**src/rtl/iz_param_serializer_pkg.sv**
```systemverilog
`default_nettype none
// +--------------------------------------------------------------------------+
// | iz_param_pkg : shared constants, frame length and FSM states             |
// | Rev 1.0                                                                  |
// +--------------------------------------------------------------------------+
package iz_param_pkg;

  localparam int unsigned PARAM_W = 32;
  localparam int unsigned A_MSB   = 31;
  localparam int unsigned B_MSB   = 23;
  localparam int unsigned C_MSB   = 15;
  localparam int unsigned D_MSB   = 7;

  // Parity-enabled builds append one even-parity bit after d[0].
  function automatic int unsigned frame_bits();
`ifdef IZ_PARAM_PARITY_EN
    return PARAM_W + 1;
`else
    return PARAM_W;
`endif
  endfunction

  localparam int unsigned FRAME_BITS = frame_bits();

  typedef enum logic [1:0] {
    IDLE  = 2'd0,
    SHIFT = 2'd1,
    GUARD = 2'd2
  } state_t;

endpackage
`default_nettype wire

```
**src/rtl/iz_param_serializer_if.sv**
```systemverilog
`default_nettype none
// +--------------------------------------------------------------------------+
// | iz_param_if : parameter-word handshake plus serial load-port signals     |
// | Rev 1.0                                                                  |
// +--------------------------------------------------------------------------+
interface iz_param_if;
  import iz_param_pkg::*;

  logic [PARAM_W-1:0] param_word;
  logic               param_valid;
  logic               param_ready;
  logic               abort;
  logic               load_mode;
  logic               serial_data;
  logic               busy;
  logic               done;

  modport master (
    output param_word, param_valid, abort,
    input  param_ready, load_mode, serial_data, busy, done
  );

  modport slave (
    input  param_word, param_valid, abort,
    output param_ready, load_mode, serial_data, busy, done
  );

endinterface
`default_nettype wire

```
**src/rtl/iz_param_serializer_bit_timer.sv**
```systemverilog
`default_nettype none
// +--------------------------------------------------------------------------+
// | iz_bit_timer : one-cycle bit_end strobe every CLKS_PER_BIT enabled cycles|
// | Rev 1.0                                                                  |
// +--------------------------------------------------------------------------+
module iz_bit_timer #(
  parameter int unsigned CLKS_PER_BIT = 1
) (
  input  logic clk,
  input  logic rst_n,
  input  logic en_i,
  input  logic clr_i,
  output logic bit_end_o
);

  localparam logic [7:0] TICK_LAST = 8'(CLKS_PER_BIT - 1);

  logic [7:0] tick_q;

  assign bit_end_o = en_i && (tick_q == TICK_LAST);

  always_ff @(posedge clk or negedge rst_n) begin
    if (!rst_n) begin
      tick_q <= '0;
    end else if (clr_i) begin
      tick_q <= '0;
    end else if (en_i) begin
      tick_q <= (tick_q == TICK_LAST) ? 8'd0 : tick_q + 8'd1;
    end
  end

endmodule
`default_nettype wire

```
**src/rtl/iz_param_serializer.sv**
```systemverilog
`default_nettype none
// +--------------------------------------------------------------------------+
// | iz_param_serializer : frames a 32-bit {a,b,c,d} word onto load_mode /    |
// | serial_data, MSB first. Define IZ_PARAM_PARITY_EN for a trailing parity. |
// | Rev 1.0                                                                  |
// +--------------------------------------------------------------------------+
module iz_param_serializer
  import iz_param_pkg::*;
#(
  parameter int unsigned CLKS_PER_BIT = 1,
  parameter int unsigned GUARD_BITS   = 2
) (
  input  logic      clk,
  input  logic      rst_n,
  iz_param_if.slave bus
);

  localparam logic [5:0] LAST_FRAME_BIT = 6'(FRAME_BITS - 1);
  localparam logic [5:0] LAST_GUARD_BIT = 6'(GUARD_BITS - 1);

  state_t             state_q;
  logic [PARAM_W-1:0] shreg_q;
  logic [5:0]         bit_cnt_q;
  logic               param_ready_q;
  logic               load_mode_q;
  logic               busy_q;
  logic               done_q;
`ifdef IZ_PARAM_PARITY_EN
  logic               parity_q;
`endif

  logic handshake;
  logic bit_end;
  logic timer_clr;

  assign handshake = bus.param_valid && param_ready_q;
  assign timer_clr = handshake || ((state_q == SHIFT) && bus.abort);

  iz_bit_timer #(
    .CLKS_PER_BIT (CLKS_PER_BIT)
  ) u_bit_timer (
    .clk       (clk),
    .rst_n     (rst_n),
    .en_i      (busy_q),
    .clr_i     (timer_clr),
    .bit_end_o (bit_end)
  );

  // The shift register is zeroed whenever the frame ends, so its MSB
  // doubles as the registered serial_data output.
  assign bus.param_ready = param_ready_q;
  assign bus.load_mode   = load_mode_q;
  assign bus.serial_data = shreg_q[A_MSB];
  assign bus.busy        = busy_q;
  assign bus.done        = done_q;

  always_ff @(posedge clk or negedge rst_n) begin
    if (!rst_n) begin
      state_q       <= IDLE;
      shreg_q       <= '0;
      bit_cnt_q     <= '0;
      param_ready_q <= 1'b0;
      load_mode_q   <= 1'b0;
      busy_q        <= 1'b0;
      done_q        <= 1'b0;
`ifdef IZ_PARAM_PARITY_EN
      parity_q      <= 1'b0;
`endif
    end else begin
      done_q <= 1'b0;
      case (state_q)
        IDLE: begin
          param_ready_q <= 1'b1;
          if (handshake) begin
            state_q       <= SHIFT;
            shreg_q       <= bus.param_word;
            bit_cnt_q     <= '0;
            param_ready_q <= 1'b0;
            load_mode_q   <= 1'b1;
            busy_q        <= 1'b1;
`ifdef IZ_PARAM_PARITY_EN
            parity_q      <= 1'b0;
`endif
          end
        end

        SHIFT: begin
          if (bus.abort || (bit_end && (bit_cnt_q == LAST_FRAME_BIT))) begin
            state_q     <= GUARD;
            shreg_q     <= '0;
            bit_cnt_q   <= '0;
            load_mode_q <= 1'b0;
            done_q      <= !bus.abort;
          end else if (bit_end) begin
            bit_cnt_q <= bit_cnt_q + 6'd1;
`ifdef IZ_PARAM_PARITY_EN
            parity_q  <= parity_q ^ shreg_q[A_MSB];
            // After d[0] the completed even parity is loaded into the MSB.
            if (bit_cnt_q == 6'(PARAM_W - 1)) begin
              shreg_q <= {parity_q ^ shreg_q[A_MSB], {(PARAM_W-1){1'b0}}};
            end else begin
              shreg_q <= shreg_q << 1;
            end
`else
            shreg_q   <= shreg_q << 1;
`endif
          end
        end

        GUARD: begin
          if (bit_end) begin
            if (bit_cnt_q == LAST_GUARD_BIT) begin
              state_q       <= IDLE;
              busy_q        <= 1'b0;
              param_ready_q <= 1'b1;
            end else begin
              bit_cnt_q <= bit_cnt_q + 6'd1;
            end
          end
        end

        default: state_q <= IDLE;
      endcase
    end
  end

endmodule
`default_nettype wire

```
**src/flat_wrapper.sv**
```systemverilog
// flat-port wrapper written by rule: the top's interface ports become plain ports
module iz_param_serializer_flat import iz_param_pkg::*;
#(
  parameter int unsigned CLKS_PER_BIT = 1,
  parameter int unsigned GUARD_BITS   = 2
)
  (clk, rst_n, bus_param_word, bus_param_valid, bus_abort, bus_param_ready, bus_load_mode, bus_serial_data, bus_busy, bus_done);
  iz_param_if bus_i ();
  input  logic clk;
  input  logic rst_n;
  input wire logic [$bits(bus_i.param_word)-1:0] bus_param_word;
  input wire logic [$bits(bus_i.param_valid)-1:0] bus_param_valid;
  input wire logic [$bits(bus_i.abort)-1:0] bus_abort;
  output wire logic [$bits(bus_i.param_ready)-1:0] bus_param_ready;
  output wire logic [$bits(bus_i.load_mode)-1:0] bus_load_mode;
  output wire logic [$bits(bus_i.serial_data)-1:0] bus_serial_data;
  output wire logic [$bits(bus_i.busy)-1:0] bus_busy;
  output wire logic [$bits(bus_i.done)-1:0] bus_done;
  assign bus_i.param_word = bus_param_word;
  assign bus_i.param_valid = bus_param_valid;
  assign bus_i.abort = bus_abort;
  assign bus_param_ready = bus_i.param_ready;
  assign bus_load_mode = bus_i.load_mode;
  assign bus_serial_data = bus_i.serial_data;
  assign bus_busy = bus_i.busy;
  assign bus_done = bus_i.done;
  iz_param_serializer #(.CLKS_PER_BIT(CLKS_PER_BIT), .GUARD_BITS(GUARD_BITS)) u_core (.clk(clk), .rst_n(rst_n), .bus(bus_i));
endmodule
```
**config.mk**
```make
export PLATFORM = sky130hd
export DESIGN_NAME = iz_param_serializer_flat
export DESIGN_NICKNAME = d
export VERILOG_FILES = /design/src/rtl/iz_param_serializer_pkg.sv /design/src/rtl/iz_param_serializer_if.sv /design/src/rtl/iz_param_serializer_bit_timer.sv /design/src/rtl/iz_param_serializer.sv /design/src/flat_wrapper.sv
export SDC_FILE = /design/constraint.sdc
export NUM_CORES = 1
export LEC_CHECK = 0
export ABC_AREA = 1
export CAP_MARGIN = 10
export CORE_MARGIN = 4
export CORE_UTILIZATION = 50
export CTS_CLUSTER_SIZE = 16
export DETAILED_ROUTE_END_ITERATION = 8
export PLACE_DENSITY = 0.77
export SLEW_MARGIN = 20
export SYNTH_ARGS = -nofsm -noshare
export SYNTH_HDL_FRONTEND = slang
export SYNTH_SLANG_ARGS = --single-unit
export TNS_END_PERCENT = 5
```
**constraint.sdc**
```tcl
create_clock -name clk -period 1.5 [get_ports clk]
set_input_delay 0.3 -clock clk [delete_from_list [all_inputs] [get_ports clk]]
set_output_delay 0.3 -clock clk [all_outputs]
set_load 0.02 [all_outputs]
```
== After elaboration in Yosys (flattened, before gate mapping) ==
Cells that the tools add are included.

* Bits in registers: 52
* Bits in latches: 0
* Memory bits (writable): 0
* Bits in read-only memories: 0
* Input bits: 36
* Output and inout port bits: 5
* Logic and storage cells: 69
* Memories kept: 0

* Add/sub/neg operators: 2
* $mul: 0
* Div/mod/pow operators: 0
* Magnitude comparators: 0
* Equality and inequality tests: 10
* Shifts and indexed selects: 0
* Muxes and demuxes: 30
* Bitwise gates (word level): 0
* Reductions and logical operators: 19

{| class="wikitable"
|+ Operators by type and width
! kind !! number
|-
| 2-to-1 mux 32 bit || 3
|-
| case mux 32 bit (2 select lines) || 1
|-
| 2-to-1 mux 6 bit || 5
|-
| 2-to-1 mux 8 bit || 3
|-
| case mux 6 bit (3 select lines) || 1
|-
| 2-to-1 mux 1 bit || 9
|-
| AND reduction 3 bit || 3
|-
| adder 8 x 1 -> 8 bit (second input constant) || 1
|-
| logical NOT 8 bit || 1
|-
| 2-to-1 mux 2 bit || 4
|-
| AND reduction 4 bit || 2
|-
| adder 6 x 1 -> 6 bit (second input constant) || 1
|-
| equality test 6 x 1 -> 1 bit (second input constant) || 1
|-
| equality test 6 x 5 -> 1 bit (second input constant) || 1
|-
| inequality test 2 x 1 -> 1 bit (second input constant) || 3
|-
| case mux 1 bit (2 select lines) || 3
|-
| case mux 2 bit (3 select lines) || 1
|-
| nonzero test 2 bit || 3
|-
| AND reduction 5 bit || 1
|-
| logical AND 1 bit || 4
|-
| inequality test 2 bit (second input constant) || 2
|-
| inequality test 3 x 2 -> 1 bit (second input constant) || 1
|-
| nonzero test 3 bit || 1
|-
| equality test 2 x 1 -> 1 bit (second input constant) || 1
|-
| other kinds (4) || 5
|}

== Longest topological paths before layout ==
Gate-level depths: netlist of run 1.

* Word-level depth: 6
* Gate-level depth with buffers: 12
* Depth with buffers taken out: 11

== Modules after synthesis ==
A second synthesis of run 1 with hierarchy kept.

* Cell total of the unflattened synthesis: 356
* Area total of the unflattened synthesis: 2927.8 um^2

{| class="wikitable"
|+ Modules (own cells, without submodules)
! module !! instances !! cells each !! area each (um^2) !! sequential area each (um^2)
|-
| iz_param_serializer || 1 || 285 || 2402.3 || 1101.1
|-
| iz_bit_timer || 1 || 71 || 525.5 || 200.2
|}

== Worst setup path after synthesis of run 1 ==
No wires, ideal clock.

* Path type: reg-to-reg
* Start: register u_core.u_bit_timer.tick_q[0]
* End: register u_core.bit_cnt_q[0]
* Library setup time: 117 ps
* Data arrival time: 1453 ps
* Required time: 1383 ps
* Path slack: -70 ps
* Cell stages (with the launch flop): 12
* Path buffers: 0
* Period minus slack after synthesis: 1570 ps
* Path through: dfrtp_1 -> inv_1 -> ha_1 -> inv_1 -> nor2_1 -> nand2_1 -> nor2_1 -> nand3_4 -> nand2_2 -> nand2_2 -> nand3_1 -> nand2_1

* Cells in the longest elaborated chain, start to end: 6
* Elaborated cells between the ends (all ways): 9
* Those cells by class: eq/ne (2); mux (2); reduce/logical (5)

{| class="wikitable"
|+ RTL lines
! what !! RTL line !! text
|-
| from (decl) || iz_param_serializer_bit_timer.sv:18 || <nowiki>logic [7:0] tick_q;</nowiki>
|-
| from (signal assigned) || iz_param_serializer_bit_timer.sv:28 || <nowiki>tick_q <= (tick_q == TICK_LAST) ? 8'd0 : tick_q + 8'd1;</nowiki>
|-
| logical NOT 8 bit * || iz_param_serializer_bit_timer.sv:20 || <nowiki>assign bit_end_o = en_i && (tick_q == TICK_LAST);</nowiki>
|-
| logical AND 1 bit * || iz_param_serializer_bit_timer.sv:20 ||
|-
| logical AND 1 bit || iz_param_serializer.sv:88 || <nowiki>if (bus.abort || (bit_end && (bit_cnt_q == LAST_FRAME_BIT))) begin</nowiki>
|-
| logical OR 1 bit || iz_param_serializer.sv:88 ||
|-
| inequality test 3 x 2 -> 1 bit (no source line) or 2-to-1 mux 6 bit (tied branches) || - ||
|-
| AND reduction 5 bit (no source line) or case mux 6 bit (3 select lines) (tied branches) || - ||
|-
| to (signal assigned) || iz_param_serializer.sv:95 || <nowiki>bit_cnt_q <= bit_cnt_q + 6'd1;</nowiki>
|-
| to (signal assigned) || iz_param_serializer.sv:117 || <nowiki>bit_cnt_q <= bit_cnt_q + 6'd1;</nowiki>
|-
| to (decl) || iz_param_serializer.sv:23 || <nowiki>logic [5:0] bit_cnt_q;</nowiki>
|}

Every way passes the cells marked *; elsewhere a longest branch is shown, timed or not.
A chain may end at the register's enable or synchronous reset.

== Worst setup path after layout of run 1 ==
* Start: register u_core.u_bit_timer.tick_q[1]
* End: register u_core.bit_cnt_q[2]

Same word-level chain as after synthesis.

==> results.md, run 1 <==
- WHS Endpoint: u_core.bus.load_mode
- CP delay by family, top: simple AND/OR/NAND/NOR gates
- Buf+Inv Stages, Crit Path: 2
- Mapped Cells: around 420
- Vias in the first global route: 2676
- Yosys warning count: 0
- Comb power frac: a little under three fifths
- Least-Margin Pin Slew: roughly 0.35 ns
- Clk Latency, worst-skew pair: 0.31 ns
- Share of layout cells above drive strength 1: approximately a fifth
- Reg2reg setup slack: -0.13 ns
- Max-cap viol count: 0
- Total power: roughly 0.007 W
- Post-layout min period: roughly 1.6 ns
- Syn Nets: 467
- R2R Path End: u_core.bit_cnt_q[2]
- Met2 usage: roughly a third
- Worst hold path startpoint: u_core.bus.load_mode
- Status: finished with violations
- Global Route Usage Sum: between 10% and 20%
- HP Class: reg2reg
- Detailed-route DRC error count: 0
- Clock transition at path regs: 0.11 ns
- Clock skew: between 0.01 and 0.015 ns
- Slew HR: ~77%
- Switching Share: a little over two fifths
- Crit path from: u_core.u_bit_timer.tick_q[1]
- Most frequent CP cell: nand2_2
- Clk pwr share: around an eighth
- # H-tree levels: 2
- Core Util, Final: between 70% and 80%
- CTS Root Cell: clkbuf_8
- Crit path capture type: register
- Diode count: 0
- RSZ-0062 raised after global routing: true
- Core area: 0.00564 mm²
- Worst stage delay on the critical path: roughly 0.40 ns
- Clock Sinks: 52
- Filler cell count: about 450
- Total CTS buffers: 5
- First-pass GRT wire length: between 10000 and 15000 µm
- Period Utilization, post-route: 108%
- Final Worst Setup Slack: -0.127 ns
- Detail Placement HPWL: approximately 5000 µm
- Largest net degree at the start of global routing: 53
- Clock buffer depth: 2
- Leak Pwr: about 2.1 nW
- Top Ports: 41
- Critical path launch point type: register
- Post-Layout Inst Area: 0.00395 mm²
- Initial cell density of the core: between 50% and 60%
- Synthesized area per cell: 7.04 µm²
- Final setup vio count: 42
- Critical path, cell by cell: inv_2 > ha_4 > inv_1 > nor2_1 > nand2_2 > nor2_4 > nand3_4 > nand2_2 > nand2_2 > nand3_1 > nand2_1
- Leading area contributor after synthesis: dfrtp_1
- Final TNS setup: -3.22 ns
- Post-synthesis cell area: around 0.0030 mm²
- Critical-path top delay cell: dfrtp_1
- Area after DPL: 0.00369 mm²
- Worst EP required: around 1.7 ns
- Layout area overhead: 32.7%
- Cell depth of the worst flop-to-flop path: 11
- Placement Setup Slack: -0.255 ns
- Antenna violations before repair: 0
- Sequential share of the synthesized area: between 40 and 50%
- Drt total wl: around 7200 µm
- Critical Path Fanout Max: 6
- Met3 Usage GRT: 3.79%
- Violated checks: setup timing
- Iter 0 DRT Violations: about 220
- Final RePlAce weighted congestion: 0.853
- PD cells: approximately 1700 mW/mm²
- Die X: about 85 µm
- Post-DRT Antenna Nets: 0
- CP Class: reg2reg
- Routed vias/inst: slightly above 5
- Fin. max-slew vios: 0
- VDD IR max: roughly 0.0013 V
- Switching pwr: 0.00301 W
- Synth top area share: between 40% and 50%
- WP data arrival: about 1.8 ns
- Pre-antenna DRT Iters: 4
- Vias: approximately 2900
- Final hold violation count: 0
- Global route overflow: 0
- Reg-to-reg critical path startpoint: u_core.u_bit_timer.tick_q[1]
- DIE AREA: 0.00725 mm²
- Cells on Worst Hold Path: 2
- Ranking of synthesized cells by area: dfrtp_1 (44%), nand2_1 (26%), nand3_1 (8.2%)
- Die Span Y: 85.2 µm
- CTS tree: built
- Met1 usage: about a quarter
- Synth Register Bits: 52
- Int Pwr: approximately 0.0038 W
- Row Count: 27
- Routed length per placed instance: roughly 13 µm
- IO buf count: 40
- Fin nets: about 540
- Count of cell types in the netlist: 24
- Highest Clock Rate: between 600 and 700 MHz
- Gr busiest metal: met2
- Reg power frac: approximately 32%
[metal layers]
metal  up-vias  part of all wire [%]
met5         -                     0
met4         0                  0.83
met3         4                   4.8
met2        74                    49
met1      1347                    46
li1       1470                     -
[how the worst max path moves through the flow]
stage / endpoint / slack (ns) / cells past startpoint
2_1_floorplan: u_core.bit_cnt_q[0] / -0.009 / 11
3_3_place_gp: u_core.u_bit_timer.tick_q[6] / -0.22 / 8
3_5_place_dp: u_core.u_bit_timer.tick_q[6] / -0.25 / 8
4_1_cts: u_core.shreg_q[19] / -0.16 / 12
5_1_grt: u_core.bit_cnt_q[3] / -0.26 / 9
6_report: u_core.bit_cnt_q[2] / -0.13 / 11
[placed cells by master, fill, tap and decap left out, types with 2 or more instances in the layout]
cell type          n
nor2_4             3
nand4_1            7
o21ai_0            4
dfrtp_1           51
nand2_2            9
buf_12             5
nor2_1            25
nor2_2             3
nand3_2            5
ha_4               2
o21ai_1            5
ha_2               2
nand2_1          198
buf_6              4
inv_2             10
buf_4             32
a21oi_1            4
clkdlybuf4s50_1   34
nor3_1             2
clkbuf_8           5
nand3_1           44
ha_1               4
dlygate4sd2_1      5
inv_1             16
nand3_4            2
[metrics by stage]
step | cells | hold slack, ns
finish | 568 | 0.482
global route | 568 | 0.518
CTS | 567 | 0.494
detailed placement | 556 | 0.314
global placement | 556 | 0.313
floorplan | 423 | 0.00441
[Yosys cell counts]
library cell and instances:
nor2_4 1, xor2_1 1, nand2_2 3, o21ai_0 9, dfrtp_1 52, nand3_1 49
a22oi_1 1, buf_6 6, nor2_2 2, inv_1 20, nand4_1 7, ha_1 8
nand3_2 1, nand3_4 1, buf_2 8, a21oi_1 5, clkbuf_1 3, inv_2 7
a31o_2 1, nand2_1 205, nor2_1 28, or2_1 1, o21ai_1 1, nor3_1 3
[timing repair]
item | CTS | global route
endpoints found under the setup margin | 57 | 53
hold buffers | 1 | 0
hold endpoints to repair | 52 | 0
gates resized for setup | 22 | 26
buffers inserted | 2 | 1
pin swaps | 5 | 10
[power groups by stage]
| stage | logic [W] | clock network (W) | registers (W) |
|---|---|---|---|
| 6_report | 0.00381 | 0.000839 | 0.00222 |
| 5_1_grt | 0.00424 | 0.000927 | 0.00227 |
| 4_1_cts | 0.00369 | 0.000872 | 0.00220 |
| 3_5_place_dp | 0.00359 | 0 | 0.00221 |
| 3_3_place_gp | 0.00346 | 0 | 0.00220 |
| 2_1_floorplan | 0.00228 | 0 | 0.00221 |
[flip-flops by register name, summed over array words and instances, names as in the netlist]
signal and cells:
u_core.bit_cnt_q 6, u_core.bus.param_ready 1, u_core.bus.load_mode 1, u_core.u_bit_timer.tick_q 8, u_core.bus.done 1, u_core.shreg_q 32, u_core.bus.busy 1, u_core.state_q 2
[cells by family after synthesis]
family	count (synthesis)	synth area share (%)
AND/OR/NAND/NOR	301	42.2
adder cells (fa/ha/maj)	8	3.36
buffers and inverters	44	7.40
flip-flops	52	43.7
XOR/XNOR	1	0.294
AO/OA/AOI/OAI	17	3.07
[worst min-delay path, cell delays in order (launching register included)]
cell	delay [ns]
dfrtp_1	0.36
nand2_1	0.05
nand2_1	0.05
[cell type report]
class | count | area [µm²] | share of cell area [%]
Multi-Input combinational cell | 327 | 1570 | 39.8
Timing Repair Buffer | 82 | 785 | 19.9
Inverter | 27 | 104 | 2.63
Clock buffer | 5 | 68.8 | 1.74
Clock inverter | 3 | 27.5 | 0.697
Sequential cell | 52 | 1300 | 33.0
Tap cell | 72 | 90.1 | 2.28
No activity file was read; power rests on OpenSTA's default activity.
==> inputs of run 2 (changes only) <==
--- a/config.mk
+++ b/config.mk
@@ -8,10 +8,11 @@
 export ABC_AREA = 1
 export CAP_MARGIN = 10
 export CORE_MARGIN = 4
-export CORE_UTILIZATION = 50
+export CORE_UTILIZATION = 51
+export CTS_BUF_LIST = sky130_fd_sc_hd__clkbuf_4 sky130_fd_sc_hd__clkbuf_8
 export CTS_CLUSTER_SIZE = 16
 export DETAILED_ROUTE_END_ITERATION = 8
-export PLACE_DENSITY = 0.77
+export PLACE_DENSITY = 0.78
 export SLEW_MARGIN = 20
 export SYNTH_ARGS = -nofsm -noshare
 export SYNTH_HDL_FRONTEND = slang
==> constraint.sdc (replaced) <==
create_clock -name clk -period 1.5 [get_ports clk]
set_input_delay 0.225 -clock clk [delete_from_list [all_inputs] [get_ports clk]]
set_output_delay 0.225 -clock clk [all_outputs]
set_load 0.02 [all_outputs]
==> run 2 against run 1 <==
Effect of this change:
- the flow still finishes with violations (setup timing)
- sequential cell count stayed put
- worst setup slack better by 0.061 ns
- combinational power is 7.1% lower
- highest routed layer unchanged
- fmax is 3.9% higher
- critical path type unchanged
==> results.md, run 2 (same netlist as run 1, synthesis figures left out) <==
- Status: finished with violations (unchanged)
- Violated checks: setup timing (unchanged)
- Least-Margin Pin Slew: 0.332 ns (was 0.347 ns)
- CP Class: reg2reg (unchanged)
- Final Worst Setup Slack: -0.0664 ns (was -0.127 ns)
- CTS tree: built (unchanged)
- Comb power frac: 54.1% (was 55.5%)
- Total power: 0.00655 W (was 0.00686 W)
- Critical-path top delay cell: dfrtp_1 (unchanged)
- Initial cell density of the core: 53.4% (was 52.8%)
- Largest net degree at the start of global routing: 53 (unchanged)
- FF+latch area: 0.00130 mm² (about the same)
- Clock Sinks: 52 (unchanged)
- Filler cell count: 473 (was 452)
- Setup crit end: u_core.shreg_q[21] (was u_core.bit_cnt_q[2])
- # H-tree levels: 2 (unchanged)
- Clk pwr share: 12.7% (was 12.2%)
- CP delay by family, top: simple AND/OR/NAND/NOR gates (unchanged)
- Max-cap viol count: 0 (unchanged)
- Iter 0 DRT Violations: 274 (was 219)
- Reg power frac: 33.2% (was 32.3%)
- Layout area overhead: 27.8% (was 32.7%)
- Largest register by flop count: u_core.shreg_q (unchanged)
- Worst EP required: 1.70 ns (was 1.71 ns)
- Fin. max-slew vios: 0 (unchanged)
- WP data arrival: 1.77 ns (was 1.83 ns)
- Core Util, Final: 68.3% (was 70.0%)
- Reg2reg setup slack: -0.07 ns (was -0.13 ns)
- Drt total wl: 6760 µm (was 7230 µm)
- Die Span Y: 84.4 µm (was 85.2 µm)
- Top Ports: 41 (unchanged)
- Crit path capture type: register (unchanged)
- Multi-input combinational cell area: 0.00150 mm² (was 0.00157 mm²)
- R2R Path End: u_core.shreg_q[21] (was u_core.bit_cnt_q[2])
- Post-layout min period: 1.57 ns (was 1.63 ns)
- Reg-to-reg critical path startpoint: u_core.u_bit_timer.tick_q[0] (was u_core.u_bit_timer.tick_q[1])
- RSZ-0062 raised after global routing: true (unchanged)
- Switching pwr: 0.00284 W (was 0.00301 W)
- Clock buffer depth: 2 (unchanged)
- PD cells: 1720 mW/mm² (was 1740 mW/mm²)
- Setup Buffers After CTS: 0 (was 2)
- Fin nets: 532 (was 539)
- Diode count: 0 (unchanged)
- Clock skew: 0.0105 ns (was 0.0115 ns)
- Routed vias/inst: 5.05 (was 5.10)
- Row Count: 27 (unchanged)
- Pre-antenna DRT Iters: 5 (was 4)
- Critical path, cell by cell: inv_2 > ha_4 > inv_1 > nor2_2 > nand2_2 > nor2_4 > nand3_4 > buf_12 > nand3_1 > nand2_1 > nand2_1 > nand2_1 (was inv_2 > ha_4 > inv_1 > nor2_1 > nand2_2 > nor2_4 > nand3_4 > nand2_2 > nand2_2 > nand3_1 > nand2_1)
- Routed length per placed instance: 12.1 µm (was 12.7 µm)
- Worst stage delay on the critical path: 0.39 ns (was 0.40 ns)
- Final hold violation count: 0 (unchanged)
- Critical Path Fanout Max: 32 (was 6)
- Cell depth of the worst flop-to-flop path: 12 (was 11)
- Vias in the first global route: 2889 (was 2676)
- Critical path launch point type: register (unchanged)
- Antenna violations before repair: 0 (unchanged)
- Post-DRT Antenna Nets: 0 (unchanged)
- Buf+Inv Stages, Crit Path: 3 (was 2)
- Int Pwr: 0.00371 W (was 0.00385 W)
- Die X: 84.4 µm (was 85.2 µm)
- Clock transition at path regs: 0.10 ns (was 0.11 ns)
- Global route overflow: 0 (unchanged)
- Most frequent CP cell: nand2_1 (was nand2_2)
- Most common cell after layout, fill and taps aside: nand2_1 (unchanged)
- Switching Share: 43.3% (was 43.9%)
- VDD IR max: 0.00101 V (was 0.00134 V)
- First-pass GRT wire length: 12400 µm (was 11800 µm)
- Final setup vio count: 43 (was 42)
- Stages on worst setup path: 12 (was 11)
- Highest Clock Rate: 638 MHz (was 615 MHz)
- Commonest cells after routing, fill and taps aside: nand2_1 (202), dfrtp_1 (52), nand3_1 (48) (was nand2_1 (198), dfrtp_1 (51), nand3_1 (44))
- Max reg flops: 32 (unchanged)
- Final RePlAce weighted congestion: 0.858 (was 0.853)
- HP Class: in2async (was reg2reg)
- DIE AREA: 0.00712 mm² (was 0.00725 mm²)
- IO buf count: 40 (unchanged)
- Period Utilization, post-route: 104% (was 108%)
- Detail Placement HPWL: 4630 µm (was 4900 µm)
- Global Route Usage Sum: 20.7% (was 19.8%)
- Leak Pwr: 2.06 nW (was 2.10 nW)
- Vias: 2829 (was 2895)
- Detailed-route DRC error count: 0 (unchanged)
- Total CTS buffers: 5 (unchanged)
- Share of layout cells above drive strength 1: 14.5% (was 19.0%)
- Crit path from: u_core.u_bit_timer.tick_q[0] (was u_core.u_bit_timer.tick_q[1])
- Clk Latency, worst-skew pair: 0.31 ns (about the same)
- Largest regs: u_core.shreg_q: 32 flops, u_core.u_bit_timer.tick_q: 8 flops, u_core.bit_cnt_q: 6 flops (unchanged)
- Core area: 0.00557 mm² (was 0.00564 mm²)
- CTS Root Cell: clkbuf_8 (unchanged)
- Slew HR: 77.9% (was 76.9%)
run 2: layout make-up:
class	count	area share, %
clock inverter	1	0.230
clock buffer	6	2.17
tap	72	2.37
sequential	52	34.2
multi-input combinational	327	39.4
inverter	27	2.66
timing repair buffer	75	18.9
run 2: how the worst min path moves through the flow:
stage	endpoint	slack, ns	depth (start not counted)
2_1_floorplan	u_core.bit_cnt_q[0]	-0.07	0
3_3_place_gp	u_core.shreg_q[21]	0.24	2
3_5_place_dp	u_core.shreg_q[21]	0.24	2
4_1_cts	u_core.shreg_q[26]	0.45	3
5_1_grt	u_core.shreg_q[3]	0.45	3
6_report	u_core.shreg_q[24]	0.43	3
run 2: timing repair:
| item | in CTS | in global routing |
|---|---|---|
| gates resized for setup | 18 | 7 |
| hold buffers | 1 | 0 |
| endpoints found under the hold margin | 52 | 0 |
| setup endpoints to repair | 55 | 53 |
| pin swaps | 0 | 1 |
run 2: tightest hold or removal path, delay by kind of cell:
family / cells / cell delay [ns]
buffers and inverters: 3 / 0.91
run 2: per-layer routing:
| metal | vias to the layer above | global-route usage (%) | routed length (µm) |
|---|---|---|---|
| li1 | 1453 | - | - |
| met1 | 1300 | 27.2 | 3040 |
| met2 | 69 | 34.9 | 3370 |
| met3 | 7 | 3.63 | 274 |
| met4 | 0 | 6.47 | 78 |
| met5 | - | 0 | 0 |
run 2: power by group through the flow:
stage | Combinational [W] | Sequential, W | Clock, W
CTS | 0.00357 | 0.00217 | 0.000852
detailed placement | 0.00347 | 0.00220 | 0
global placement | 0.00339 | 0.00218 | 0
finish | 0.00354 | 0.00218 | 0.000830
global route | 0.00406 | 0.00224 | 0.000902
floorplan | 0.00228 | 0.00221 | 0
run 2: metrics by stage:
step           instances  TNS, ns  setup WS, ns  cell area, µm²  hold slack [ns]
6_report             560    -2.01       -0.0664            3800            0.435
5_1_grt              560    -8.75        -0.209            3800            0.450
4_1_cts              560    -4.26        -0.126            3790            0.451
3_5_place_dp         552    -7.47        -0.181            3650            0.241
3_3_place_gp         552    -3.90        -0.137            3650            0.239
2_1_floorplan        423   -0.295      -0.00869            2980          -0.0706
